$ cat config.mk
export PLATFORM = sky130hd
export DESIGN_NAME = uart_bus_master_flat
export DESIGN_NICKNAME = d
export VERILOG_FILES = /design/src/rtl/uart_bus_master_if.sv /design/src/rtl/uart_bus_master.sv /design/src/flat_wrapper.sv
export SDC_FILE = /design/constraint.sdc
export NUM_CORES = 1
export LEC_CHECK = 0
export BUFFER_PORTS_ARGS = -buffer_cell sky130_fd_sc_hd__buf_2
export CORE_ASPECT_RATIO = 2
export CORE_UTILIZATION = 49
export DETAILED_ROUTE_END_ITERATION = 16
export PLACE_DENSITY = 0.85
export SYNTH_ARGS = -nofsm -noshare
export SYNTH_HDL_FRONTEND = slang
export SYNTH_SLANG_ARGS = --single-unit
export TNS_END_PERCENT = 20
$ cat constraint.sdc
create_clock -name clk -period 1.6 [get_ports clk]
set_clock_uncertainty 0.05 [all_clocks]
set_input_delay 0 -clock clk [delete_from_list [all_inputs] [get_ports clk]]
set_output_delay 0 -clock clk [all_outputs]
set_load 0.02 [all_outputs]
$ cat src/rtl/uart_bus_master_if.sv
// rtl/uart_bus_master_if.sv - UART byte stream and memory bus signals of the serial bus bridge
interface uart_bus_master_if;
  logic [7:0]  rxdata;
  logic        rxint;
  logic [7:0]  txdata;
  logic        txgo;
  logic        txready;
  logic [31:0] mem_addr;
  logic [31:0] mem_write;
  logic        mem_writeEnable;
  logic        mem_readEnable;
  logic [31:0] mem_read;
  logic        mem_busy;
  logic        active;
  logic        overrun;

  modport master (
    input  rxdata, rxint, txready, mem_read, mem_busy,
    output txdata, txgo, mem_addr, mem_write, mem_writeEnable, mem_readEnable, active, overrun
  );

  modport slave (
    output rxdata, rxint, txready, mem_read, mem_busy,
    input  txdata, txgo, mem_addr, mem_write, mem_writeEnable, mem_readEnable, active, overrun
  );
endinterface

$ cat src/rtl/uart_bus_master.sv
// rtl/uart_bus_master.sv - UART command decoder acting as a 32-bit memory bus initiator
module uart_bus_master #(
  parameter int unsigned timeout_cycles = 100000
) (
  input  logic              clk,
  input  logic              reset,
  uart_bus_master_if.master bus
);
  localparam int unsigned GW = $clog2(timeout_cycles + 1);
  localparam logic [7:0] CMD_W  = 8'h57;
  localparam logic [7:0] CMD_R  = 8'h52;
  localparam logic [7:0] RESP_K = 8'h4B;

  typedef enum logic [2:0] {
    S_IDLE, S_ADDR, S_DATA, S_BUSREQ, S_BUSWAIT, S_TXLOAD, S_TXWAIT
  } state_t;

  state_t          r_state, w_state_next;
  logic            r_is_write;
  logic [1:0]      r_cnt;
  logic [GW-1:0]   r_gap;
  logic            r_wait_done;
  logic [31:0]     r_resp;
  logic [7:0]      r_txdata;
  logic            r_txgo;
  logic [31:0]     r_addr;
  logic [31:0]     r_wdata;
  logic            r_we;
  logic            r_re;
  logic            r_overrun;

  logic w_cmd_ok, w_last_byte, w_timeout, w_bus_done, w_tx_last, w_no_rx_state;

  assign w_cmd_ok      = (bus.rxdata == CMD_W) || (bus.rxdata == CMD_R);
  assign w_last_byte   = bus.rxint && (r_cnt == 2'd3);
  assign w_timeout     = !bus.rxint && (r_gap == GW'(timeout_cycles - 1));
  // The strobe cycle is the first BUSWAIT cycle; busy is not trusted until the strobe has dropped.
  assign w_bus_done    = !r_we && !r_re && !bus.mem_busy;
  assign w_tx_last     = r_is_write || (r_cnt == 2'd3);
  assign w_no_rx_state = (r_state == S_BUSREQ) || (r_state == S_BUSWAIT) ||
                         (r_state == S_TXLOAD) || (r_state == S_TXWAIT);

  assign bus.txdata          = r_txdata;
  assign bus.txgo            = r_txgo;
  assign bus.mem_addr        = r_addr;
  assign bus.mem_write       = r_wdata;
  assign bus.mem_writeEnable = r_we;
  assign bus.mem_readEnable  = r_re;
  assign bus.overrun         = r_overrun;
  assign bus.active          = (r_state != S_IDLE);

  // State register.
  always_ff @(posedge clk or negedge reset) begin
    if (!reset) r_state <= S_IDLE;
    else        r_state <= w_state_next;
  end

  // Next-state decode.
  always_comb begin
    w_state_next = r_state;
    case (r_state)
      S_IDLE:    if (bus.rxint && w_cmd_ok) w_state_next = S_ADDR;
      S_ADDR:    if (w_timeout) w_state_next = S_IDLE;
                 else if (w_last_byte) w_state_next = r_is_write ? S_DATA : S_BUSREQ;
      S_DATA:    if (w_timeout) w_state_next = S_IDLE;
                 else if (w_last_byte) w_state_next = S_BUSREQ;
      S_BUSREQ:  w_state_next = S_BUSWAIT;
      S_BUSWAIT: if (w_bus_done) w_state_next = S_TXLOAD;
      S_TXLOAD:  if (bus.txready) w_state_next = S_TXWAIT;
      S_TXWAIT:  if (r_wait_done) w_state_next = w_tx_last ? S_IDLE : S_TXLOAD;
      default:   w_state_next = S_IDLE;
    endcase
  end

  // Datapath: byte assembly, gap counter, bus strobes, response shifting and transmit pulses.
  always_ff @(posedge clk or negedge reset) begin
    if (!reset) begin
      r_is_write  <= 1'b0;
      r_cnt       <= 2'd0;
      r_gap       <= '0;
      r_wait_done <= 1'b0;
      r_resp      <= 32'h0;
      r_txdata    <= 8'h00;
      r_txgo      <= 1'b0;
      r_addr      <= 32'h0;
      r_wdata     <= 32'h0;
      r_we        <= 1'b0;
      r_re        <= 1'b0;
      r_overrun   <= 1'b0;
    end else begin
      r_we      <= 1'b0;
      r_re      <= 1'b0;
      r_txgo    <= 1'b0;
      r_overrun <= bus.rxint && w_no_rx_state;
      case (r_state)
        S_IDLE: begin
          if (bus.rxint && w_cmd_ok) begin
            r_is_write <= (bus.rxdata == CMD_W);
            r_cnt      <= 2'd0;
            r_gap      <= '0;
          end
        end
        S_ADDR, S_DATA: begin
          if (bus.rxint) begin
            r_gap <= '0;
            r_cnt <= r_cnt + 2'd1;
            if (r_state == S_ADDR) r_addr  <= {r_addr[23:0], bus.rxdata};
            else                   r_wdata <= {r_wdata[23:0], bus.rxdata};
          end else begin
            r_gap <= r_gap + 1'b1;
          end
        end
        S_BUSREQ: begin
          r_we <= r_is_write;
          r_re <= !r_is_write;
        end
        S_BUSWAIT: begin
          if (w_bus_done) begin
            r_resp <= r_is_write ? {RESP_K, 24'h0} : bus.mem_read;
            r_cnt  <= 2'd0;
          end
        end
        S_TXLOAD: begin
          if (bus.txready) begin
            r_txdata    <= r_resp[31:24];
            r_txgo      <= 1'b1;
            r_wait_done <= 1'b0;
          end
        end
        S_TXWAIT: begin
          r_wait_done <= 1'b1;
          if (r_wait_done) begin
            r_resp <= {r_resp[23:0], 8'h00};
            r_cnt  <= r_cnt + 2'd1;
          end
        end
        default: ;
      endcase
    end
  end
endmodule

$ cat src/flat_wrapper.sv
// flat-port wrapper written by rule: the top's interface ports become plain ports
module uart_bus_master_flat 
#(
  parameter int unsigned timeout_cycles = 100000
)
  (clk, reset, bus_rxdata, bus_rxint, bus_txready, bus_mem_read, bus_mem_busy, bus_txdata, bus_txgo, bus_mem_addr, bus_mem_write, bus_mem_writeEnable, bus_mem_readEnable, bus_active, bus_overrun);
  uart_bus_master_if bus_i ();
  input  logic clk;
  input  logic reset;
  input wire logic [$bits(bus_i.rxdata)-1:0] bus_rxdata;
  input wire logic [$bits(bus_i.rxint)-1:0] bus_rxint;
  input wire logic [$bits(bus_i.txready)-1:0] bus_txready;
  input wire logic [$bits(bus_i.mem_read)-1:0] bus_mem_read;
  input wire logic [$bits(bus_i.mem_busy)-1:0] bus_mem_busy;
  output wire logic [$bits(bus_i.txdata)-1:0] bus_txdata;
  output wire logic [$bits(bus_i.txgo)-1:0] bus_txgo;
  output wire logic [$bits(bus_i.mem_addr)-1:0] bus_mem_addr;
  output wire logic [$bits(bus_i.mem_write)-1:0] bus_mem_write;
  output wire logic [$bits(bus_i.mem_writeEnable)-1:0] bus_mem_writeEnable;
  output wire logic [$bits(bus_i.mem_readEnable)-1:0] bus_mem_readEnable;
  output wire logic [$bits(bus_i.active)-1:0] bus_active;
  output wire logic [$bits(bus_i.overrun)-1:0] bus_overrun;
  assign bus_i.rxdata = bus_rxdata;
  assign bus_i.rxint = bus_rxint;
  assign bus_i.txready = bus_txready;
  assign bus_i.mem_read = bus_mem_read;
  assign bus_i.mem_busy = bus_mem_busy;
  assign bus_txdata = bus_i.txdata;
  assign bus_txgo = bus_i.txgo;
  assign bus_mem_addr = bus_i.mem_addr;
  assign bus_mem_write = bus_i.mem_write;
  assign bus_mem_writeEnable = bus_i.mem_writeEnable;
  assign bus_mem_readEnable = bus_i.mem_readEnable;
  assign bus_active = bus_i.active;
  assign bus_overrun = bus_i.overrun;
  uart_bus_master #(.timeout_cycles(timeout_cycles)) u_core (.clk(clk), .reset(reset), .bus(bus_i));
endmodule
# ---- Word level (Yosys, flattened, before mapping)
# Cells that the tools add are included.
# W data, S select, Z words.
dict set report word_totals {
  elab_cells 94
  in_bits 45
  ff_bits 132
  output_inout_bits 77
}
dict set report classes {
  eq_ne 17
  add_sub_neg 2
  n_bitwise 1
  n_reduce_logical 32
  muxes 29
}
# op count
set op_table {}
lappend op_table {{$mux W32} 3}
lappend op_table {{$pmux W32 S2} 1}
lappend op_table {{$mux W17} 2}
lappend op_table {{$pmux W17 S2} 1}
lappend op_table {{$mux W3} 9}
lappend op_table {{$pmux W3 S7} 1}
lappend op_table {{$add A17 B1 Y17 const B} 1}
lappend op_table {{$eq A17 B17 Y1 const B} 1}
lappend op_table {{$eq A8 B7 Y1 const B} 2}
lappend op_table {{$eq A3 B3 Y1 const B} 3}
lappend op_table {{$reduce_and A3 Y1} 3}
lappend op_table {{$mux W2} 4}
lappend op_table {{$pmux W2 S4} 1}
lappend op_table {{$reduce_and A2 Y1} 4}
lappend op_table {{$eq A3 B2 Y1 const B} 2}
lappend op_table {{$logic_and A1 B1 Y1} 6}
lappend op_table {{$mux W1} 6}
lappend op_table {{$ne A2 B1 Y1 const B} 3}
lappend op_table {{$ne A3 B1 Y1 const B} 2}
lappend op_table {{$reduce_and A6 Y1} 1}
lappend op_table {{$reduce_bool A2 Y1} 3}
lappend op_table {{$logic_not A1 Y1} 5}
lappend op_table {{$logic_or A1 B1 Y1} 5}
lappend op_table {{$reduce_and A5 Y1} 1}
lappend op_table {{10 further kinds} 11}

# ---- Longest topological paths before layout
# Gate-level depths: netlist (run 1).
dict set report depth {
  ltp_word 5
  ltp_mapped 8
  ltp_nobuf 6
}

# ---- Worst setup path after synthesis (run 1)
# No wires, ideal clock.
dict set report synth_path {
  path_type {flip-flop to flip-flop}
  from {reg u_core.r_state[1]}
  to {reg u_core.r_state[0]}
  setup_time_ns 0.125
  arrival_ns 1.525
  path_buffers 1
  path_stages_with_launch 7
  path_slack_ns -0.099
  required_ns 1.425
  synth_period_minus_slack_ns 1.699
  cell_sequence {dfrtp_1 buf_4 nand2b_1 a21oi_1 o211ai_1 o311ai_1 mux2_2}
}
dict set report synth_between {
  elab_chain_cells 3
  word_cells_on_any_way 15
  cone_classes {12 x eq/ne; 1 x mux; 2 x reduce/logical}
}
# item line
set synth_rtl {}
lappend synth_rtl {{from (decl)} uart_bus_master.sv:18} ;# state_t r_state, w_state_next;
lappend synth_rtl {{from (signal assigned)} uart_bus_master.sv:55} ;# else r_state <= w_state_next;
lappend synth_rtl {{$eq A3 B1 Y1, or another cell as far along} uart_bus_master.sv:61} ;# case (r_state)
lappend synth_rtl {{$ne A3 B1 Y1 (no line), or another cell as far along} n/a}
lappend synth_rtl {{$reduce_and A6 Y1 (no line)} n/a}
# Several ways; a longest one is shown, not always the timed one.
# A chain may end at the register's enable or synchronous reset.

# ---- Worst setup path after layout (run 1)
dict set report layout_path {
  from {reg u_core.r_state[0]}
  to {reg u_core.r_state[0]}
}
# Same word-level chain as after synthesis.

==> impl_metrics.toml, run 1 <==
[worst_hold_path]
hold_path.class = "in2reg"

[routing]
drcViolationCount = 0
via_per_inst = 6.02
routedWlPerCell_um = 21.3
initialDrtViolationCount = 507
route.vias.total = 5348
totalWireLength_um = 18900
drtAntennaViolNets = 0
dr.pass1.iters = 5

[yosys]
synthArstFlopShare_pct = 100
ys.flop_type = "dfrtp_1"
syn-instance-count = 520
syn_area_mm2 = 0.00580
synth_seq_cells = 132
syn-num-nets = 567
netlist.area_leader.share_pct = 56.9
yosysUniqueCellTypes = 49
synth_area_leaders = "dfrtp_1 57%, mux2_2 13%, nand2_1 5.0%"
synth_top_cell_by_area = "dfrtp_1"
ys_seq_area_share_pct = 56.9
syn_area_per_cell_um2 = 11.2
ys_warn_count = 0
synth-edff-count = 0

[final_layout]
utilization_pct = 73.5
syn_to_final_growth_pct = 44.8
final_cell_mix = "127 x dfrtp_1, 121 x buf_2, 68 x nand2_1"
drive_gt1_share_pct = 45.9
antenna_cells = 0
final_common_cell = "dfrtp_1"
final_area_mm2 = 0.00840
nNetsFinal = 782

[global_route]
grt_overflow = 0
grt_max_degree = 65
grt_usage_pct = 27.2
grt_pass1_vias = 5262
grt_first_pass_wirelength_um = 25400
antenna_found_initial = 0

[cts]
clkLatencyLatePin_ns = 0.42
cts_buffer_depth = 2
cts.clk_slew.worst_paths_ns = 0.06
cts_tree = "yes"
cts.sinks = 132
cts_buffers = 17
htreeDepth = 4
cts-root-buf = "clkbuf_16"

[floorplan]
dieWidth_um = 78.9
core-area_mm2 = 0.0114
ios = 122
rows = 55
die_h_um = 156
die_area_mm2 = 0.0123
initial_utilization_pct = 50.8

[outcome]
status = "finished, violations left"
violations = "negative hold slack, negative setup slack"

[sta]
timing.hold.ws_ns = -0.0210
fin_crit_sh_pct = 119
setup_viol = 116
tightestPinTransition_ns = 0.507
timing.final.ws_setup_ns = -0.308
drv_slew = 0
max_freq_mhz = 524
relSlewSlack_pct = 66.2
hold_violations = 1
min_period_ns = 1.91
rsz0062_at_grt = "true"

[worst_setup_path]
rr_startpoint = "u_core.r_state[0]$_DFFE_PN0P_"
crit_path_start_kind = "flop"
crit_required_ns = 1.85
critPathSlowestCell = "dfrtp_2"
cp_cell_sequence = "nand2b_1 -> a21oi_4 -> o211ai_1 -> buf_4 -> o311ai_1 -> mux2_2"
worstSetupPathType = "reg2reg"
startpoint = "u_core.r_state[0]$_DFFE_PN0P_"
endpoint_kind = "flop"
crit_path_max_incr_delay_ns = 0.45
reg2reg_setup_slack_ns = -0.31
r2r-end = "u_core.r_state[0]$_DFFE_PN0P_"
arrival_ns = 2.16
cp-endpoint = "u_core.r_state[0]$_DFFE_PN0P_"
cp_max_fo = 5
reg2regPathDepth = 6

[pwr]
ir_worst_vdd_mv = 1.30
p_comb_share_pct = 39.5
p_int_uw = 9720
p_leak_uw = 0.00398
powerDensity_mw_per_mm2 = 1850
p_sw_uw = 5790
pwr-share-clk_pct = 27.2
p_sw_share_pct = 37.3
p_seq_share_pct = 33.3

[run]
maxCapViolations = 0

[placement]
placed_cell_area_mm2 = 0.00700
io_buffer_count = 121
gp_congestion = 0.918
place_hpwl_um = 10100
[what timing repair did]
item | CTS | global route
setup buffers | 1 | 8
pin swaps | 6 | 22
endpoints found under the setup margin | 118 | 120
endpoints found under the hold margin | 175 | 0
gates cloned | 0 | 9
hold buffers | 34 | 0
gates resized for setup | 8 | 74
[registers in the layout, indices dropped and copies added (netlist names)]
name	flops
u_core.bus.mem_addr	32
u_core.bus.mem_readEnable	1
u_core.bus.mem_write	32
u_core.bus.mem_writeEnable	1
u_core.bus.overrun	1
u_core.bus.txdata	8
u_core.bus.txgo	1
u_core.r_cnt	2
u_core.r_gap	17
u_core.r_is_write	1
u_core.r_resp	32
u_core.r_state	3
u_core.r_wait_done	1
[worst max-delay path: cells and delay by family (launching register included)]
kind | cells | cell delay [ns]
AND/OR/NAND/NOR | 1 | 0.26
AO/OA/AOI/OAI | 3 | 0.47
multiplexers | 1 | 0.38
buffers and inverters | 1 | 0.17
flip-flops | 1 | 0.45
[cell usage after synthesis (2+ instances only)]
| master | number |
|---|---|
| buf_6 | 2 |
| a22o_1 | 2 |
| buf_2 | 16 |
| dfrtp_1 | 132 |
| nor3_1 | 2 |
| nor4b_1 | 2 |
| xnor2_1 | 2 |
| a41oi_1 | 2 |
| mux2_2 | 67 |
| and3_1 | 5 |
| o21ai_0 | 46 |
| nor2_1 | 23 |
| a31oi_1 | 2 |
| nor3b_1 | 21 |
| nand3_1 | 11 |
| ha_1 | 2 |
| clkbuf_2 | 3 |
| nand2_1 | 77 |
| nand2b_1 | 2 |
| inv_1 | 7 |
| a21oi_1 | 32 |
| buf_4 | 3 |
| nand4_1 | 7 |
| xor2_1 | 2 |
| and2_1 | 4 |
| o21ai_1 | 15 |
| clkbuf_1 | 5 |
| o31ai_1 | 5 |
[power groups by stage]
stage	Clock [µW]	Combinational [µW]	Sequential (µW)
6_report	4220	6120	5170
5_1_grt	4390	6390	5270
4_1_cts	4230	5270	5070
3_5_place_dp	0	5150	5100
3_3_place_gp	0	4950	5030
2_1_floorplan	0	2370	5940
[logic make-up (layout without fill, tap and decap cells)]
logic type / after synthesis / after routing / synth area share, %
AO/OA/AOI/OAI: 113 / 113 / 11.2
XOR/XNOR: 5 / 5 / 0.885
adder cells (fa/ha/maj): 2 / 2 / 0.431
buffers and inverters: 38 / 265 / 3.41
flip-flops: 132 / 132 / 56.9
multiplexers: 67 / 67 / 13.0
AND/OR/NAND/NOR: 163 / 163 / 14.2
[layout make-up]
class / count / area, µm²
Tap cell: 142 / 178
Timing Repair Buffer: 225 / 1700
Clock inverter: 13 / 209
Fill cell: 691 / 3020
Sequential cell: 132 / 3310
Inverter: 9 / 38.8
Multi-Input combinational cell: 350 / 2540
Clock buffer: 18 / 429
[metal layers]
metal / up-vias / GRT usage (%) / routed length [µm]
met1: 2621 / 27.9 / 6370
met5: - / 0 / 0
li1: 2270 / - / -
met3: 130 / 5.91 / 1190
met2: 327 / 48.9 / 10200
met4: 0 / 17.2 / 1200
[through the flow]
stage | setup slack, ns | hold WS [ns] | total power (µW) | cells | setup TNS (ns)
floorplan | -0.0163 | -0.346 | 8310 | 520 | -0.0600
global placement | -0.136 | -0.0597 | 9990 | 806 | -5.37
detailed placement | -0.208 | -0.0538 | 10300 | 806 | -9.75
CTS | -0.199 | 0.00703 | 14600 | 872 | -7.54
global route | -0.317 | 0.0134 | 16100 | 889 | -18.01
finish | -0.308 | -0.0210 | 15500 | 889 | -14.65
[worst min-delay path by stage]
stage / slack [ns] / depth (start not counted) / endpoint / startpoint
global placement: -0.06 / 1 / u_core.bus.txgo$_DFF_PN0_ / reset
floorplan: -0.35 / 0 / u_core.bus.mem_addr[0]$_DFFE_PN0P_ / reset
CTS: 0.007 / 4 / u_core.r_resp[22]$_DFFE_PN0P_ / bus_mem_read[22]
finish: -0.02 / 4 / u_core.r_resp[22]$_DFFE_PN0P_ / bus_mem_read[22]
detailed placement: -0.05 / 1 / u_core.bus.txdata[0]$_DFFE_PN0P_ / reset
global route: 0.01 / 4 / u_core.r_resp[22]$_DFFE_PN0P_ / bus_mem_read[22]
(Power assumes the default switching activity.)
==> inputs of run 2 (changes only) <==
--- a/config.mk
+++ b/config.mk
@@ -11,4 +11,5 @@
 export DETAILED_ROUTE_END_ITERATION = 16
 export PLACE_DENSITY = 0.85
+export RECOVER_POWER = 50
 export SYNTH_ARGS = -nofsm -noshare
 export SYNTH_HDL_FRONTEND = slang
--- a/constraint.sdc
+++ b/constraint.sdc
@@ -3,3 +3,3 @@
 set_input_delay 0 -clock clk [delete_from_list [all_inputs] [get_ports clk]]
 set_output_delay 0 -clock clk [all_outputs]
-set_load 0.02 [all_outputs]
+set_load 0.01 [all_outputs]
==> run 2 against run 1 <==
The run ends with negative setup slack left. Highest routed layer unchanged. Register-to-register slack worse by 0.05 ns. Die area unchanged. Sequential share of layout area down 2.9 points. Final cell count up 2.8%. First-iteration DRC count up 18%.
==> impl_metrics.toml, run 2 (synthesis results as in run 1) <==
[sta]
fin_crit_sh_pct = 122
rsz0062_at_grt = "true"
timing.final.ws_setup_ns = -0.358
tightestPinTransition_ns = 0.724
max_freq_mhz = 511
timing.hold.ws_ns = 0.0269
relSlewSlack_pct = 51.7
setup_viol = 119
hold_violations = 0
min_period_ns = 1.96
drv_slew = 0

[routing]
dr.pass1.iters = 6
route.vias.total = 5933
initialDrtViolationCount = 596
drcViolationCount = 0
drtAntennaViolNets = 0
via_per_inst = 6.49
routedWlPerCell_um = 25.8
totalWireLength_um = 23500

[worst_setup_path]
crit_path_start_kind = "flop"
cp_cell_sequence = "buf_6 -> buf_6 -> nor3_4 -> buf_12 -> buf_12 -> buf_12 -> nor3b_4 -> a21oi_1 -> o21ai_1"
endpoint_kind = "flop"
arrival_ns = 2.20
cp_max_fo = 6
timing.critical_path.mode_cell = "buf_12"
worstSetupPathType = "reg2reg"
crit_required_ns = 1.85
crit_path_max_incr_delay_ns = 0.46
critPathSlowestCell = "dfrtp_2"

[placement]
gp_congestion = 0.944
io_buffer_count = 121
place_hpwl_um = 9770
dp.cells = 802

[outcome]
violations = "negative setup slack"
status = "finished, violations left"

[global_route]
grt_overflow = 0
grt_pass1_vias = 5571
antenna_found_initial = 0
grt_max_degree = 49
grt_usage_pct = 31.6
grt_first_pass_wirelength_um = 29200

[floorplan]
dieWidth_um = 78.9
die_area_mm2 = 0.0123
core-area_mm2 = 0.0114
die_h_um = 156
rows = 55
ios = 122
initial_utilization_pct = 50.8

[cts]
cts_buffer_depth = 2
htreeDepth = 4
cts_buffers = 17
cts.sinks = 132
cts_tree = "yes"
cts.clk_slew.worst_paths_ns = 0.07
cts-root-buf = "clkbuf_16"
clkLatencyLatePin_ns = 0.43

[final_layout]
utilization_pct = 79.3
drive_gt1_share_pct = 52.6
stdcell_count = 914
final_common_cell = "dfrtp_1"
fill_cells = 568
seqCellArea_mm2 = 0.00331
final_cell_mix = "130 x dfrtp_1, 120 x buf_2, 51 x nand2_1"
multi_input_area_mm2 = 0.00282
syn_to_final_growth_pct = 56.3
antenna_cells = 0
nNetsFinal = 806

[pwr]
ir_worst_vdd_mv = 1.24
powerDensity_mw_per_mm2 = 1810
p_leak_uw = 0.00428

[run]
maxCapViolations = 0

[worst_hold_path]
hold_path.class = "in2reg"
-- run 2: changes by cell type in the layout (fill, tap and decap cells not counted), moves of 5 or more --
cell / previous run / this run
buf_12: 9 / 14
buf_16: 0 / 7
buf_4: 48 / 43
buf_6: 6 / 15
inv_6: 0 / 6
mux2_2: 66 / 46
mux2_4: 1 / 21
nand2_1: 68 / 51
nand2_2: 4 / 19
o21ai_0: 13 / 5
o21ai_2: 7 / 19
-- run 2: timing repair --
action                                  in CTS  in global routing
setup buffers                               14                 15
endpoints found under the setup margin     117                125
hold buffers                                37                  0
pin swaps                                   21                 33
cloned                                       8                  6
gates resized for setup                     60                138
hold endpoints to repair                   177                  0
-- run 2: critical path, delay by kind of cell, from the launching register on --
family,cells,cell delay [ns]
buffers and inverters,5,0.68
flip-flops,1,0.46
AO/OA/AOI/OAI,2,0.36
AND/OR/NAND/NOR,2,0.26
-- run 2: area by class of cell --
type	instances	share of cell area [%]
multi-input cells	350	31.1
repair buffers	249	23.7
inverters	9	0.456
flip-flops and latches	132	36.5
clock inverters	15	1.60
clock buffers	17	4.69
well taps	142	1.96
-- run 2: power by group --
part	leakage, µW	total [µW]	switching, µW	internal (µW)
Clock	0.000272	3860	1690	2170
Combinational	0.00228	7280	3560	3720
Sequential	0.00172	5260	911	4350
Total	0.00428	16400	6160	10200
-- run 2: path summary, 6_finish.rpt --
path                            cells past startpoint  slack, ns                          endpoint                     startpoint
worst min-delay path                                4       0.03     u_core.r_resp[31]$_DFFE_PN0P_               bus_mem_read[31]
worst max register to register                      9      -0.36     u_core.r_resp[18]$_DFFE_PN0P_  u_core.r_state[0]$_DFFE_PN0P_
worst min register to register                      2       0.43  u_core.bus.txdata[3]$_DFFE_PN0P_  u_core.r_resp[27]$_DFFE_PN0P_
min in group asynchronous                           2       0.12     u_core.r_resp[23]$_DFFE_PN0P_                          reset
worst max-delay path                                9      -0.36     u_core.r_resp[18]$_DFFE_PN0P_  u_core.r_state[0]$_DFFE_PN0P_
max in group asynchronous                           3       0.25     u_core.r_state[1]$_DFFE_PN0P_                          reset
-- run 2: routing by layer --
layer	part of all wire [%]	vias to the layer above	track usage (%)
li1	-	2329	-
met1	33	2867	35.3
met2	49	542	52.5
met3	8.8	195	6.96
met4	9.4	0	22.9
met5	0	-	0
-- run 2: stage by stage --
stage	total power [µW]	cell area [µm²]	TNS, ns	setup slack (ns)
2_1_floorplan	7620	5840	-2.14	-0.0392
3_3_place_gp	9310	6950	-7.98	-0.146
3_5_place_dp	9560	6950	-14.50	-0.345
4_1_cts	14700	8400	-6.25	-0.197
5_1_grt	16800	9060	-20.29	-0.384
6_report	16400	9060	-17.16	-0.358
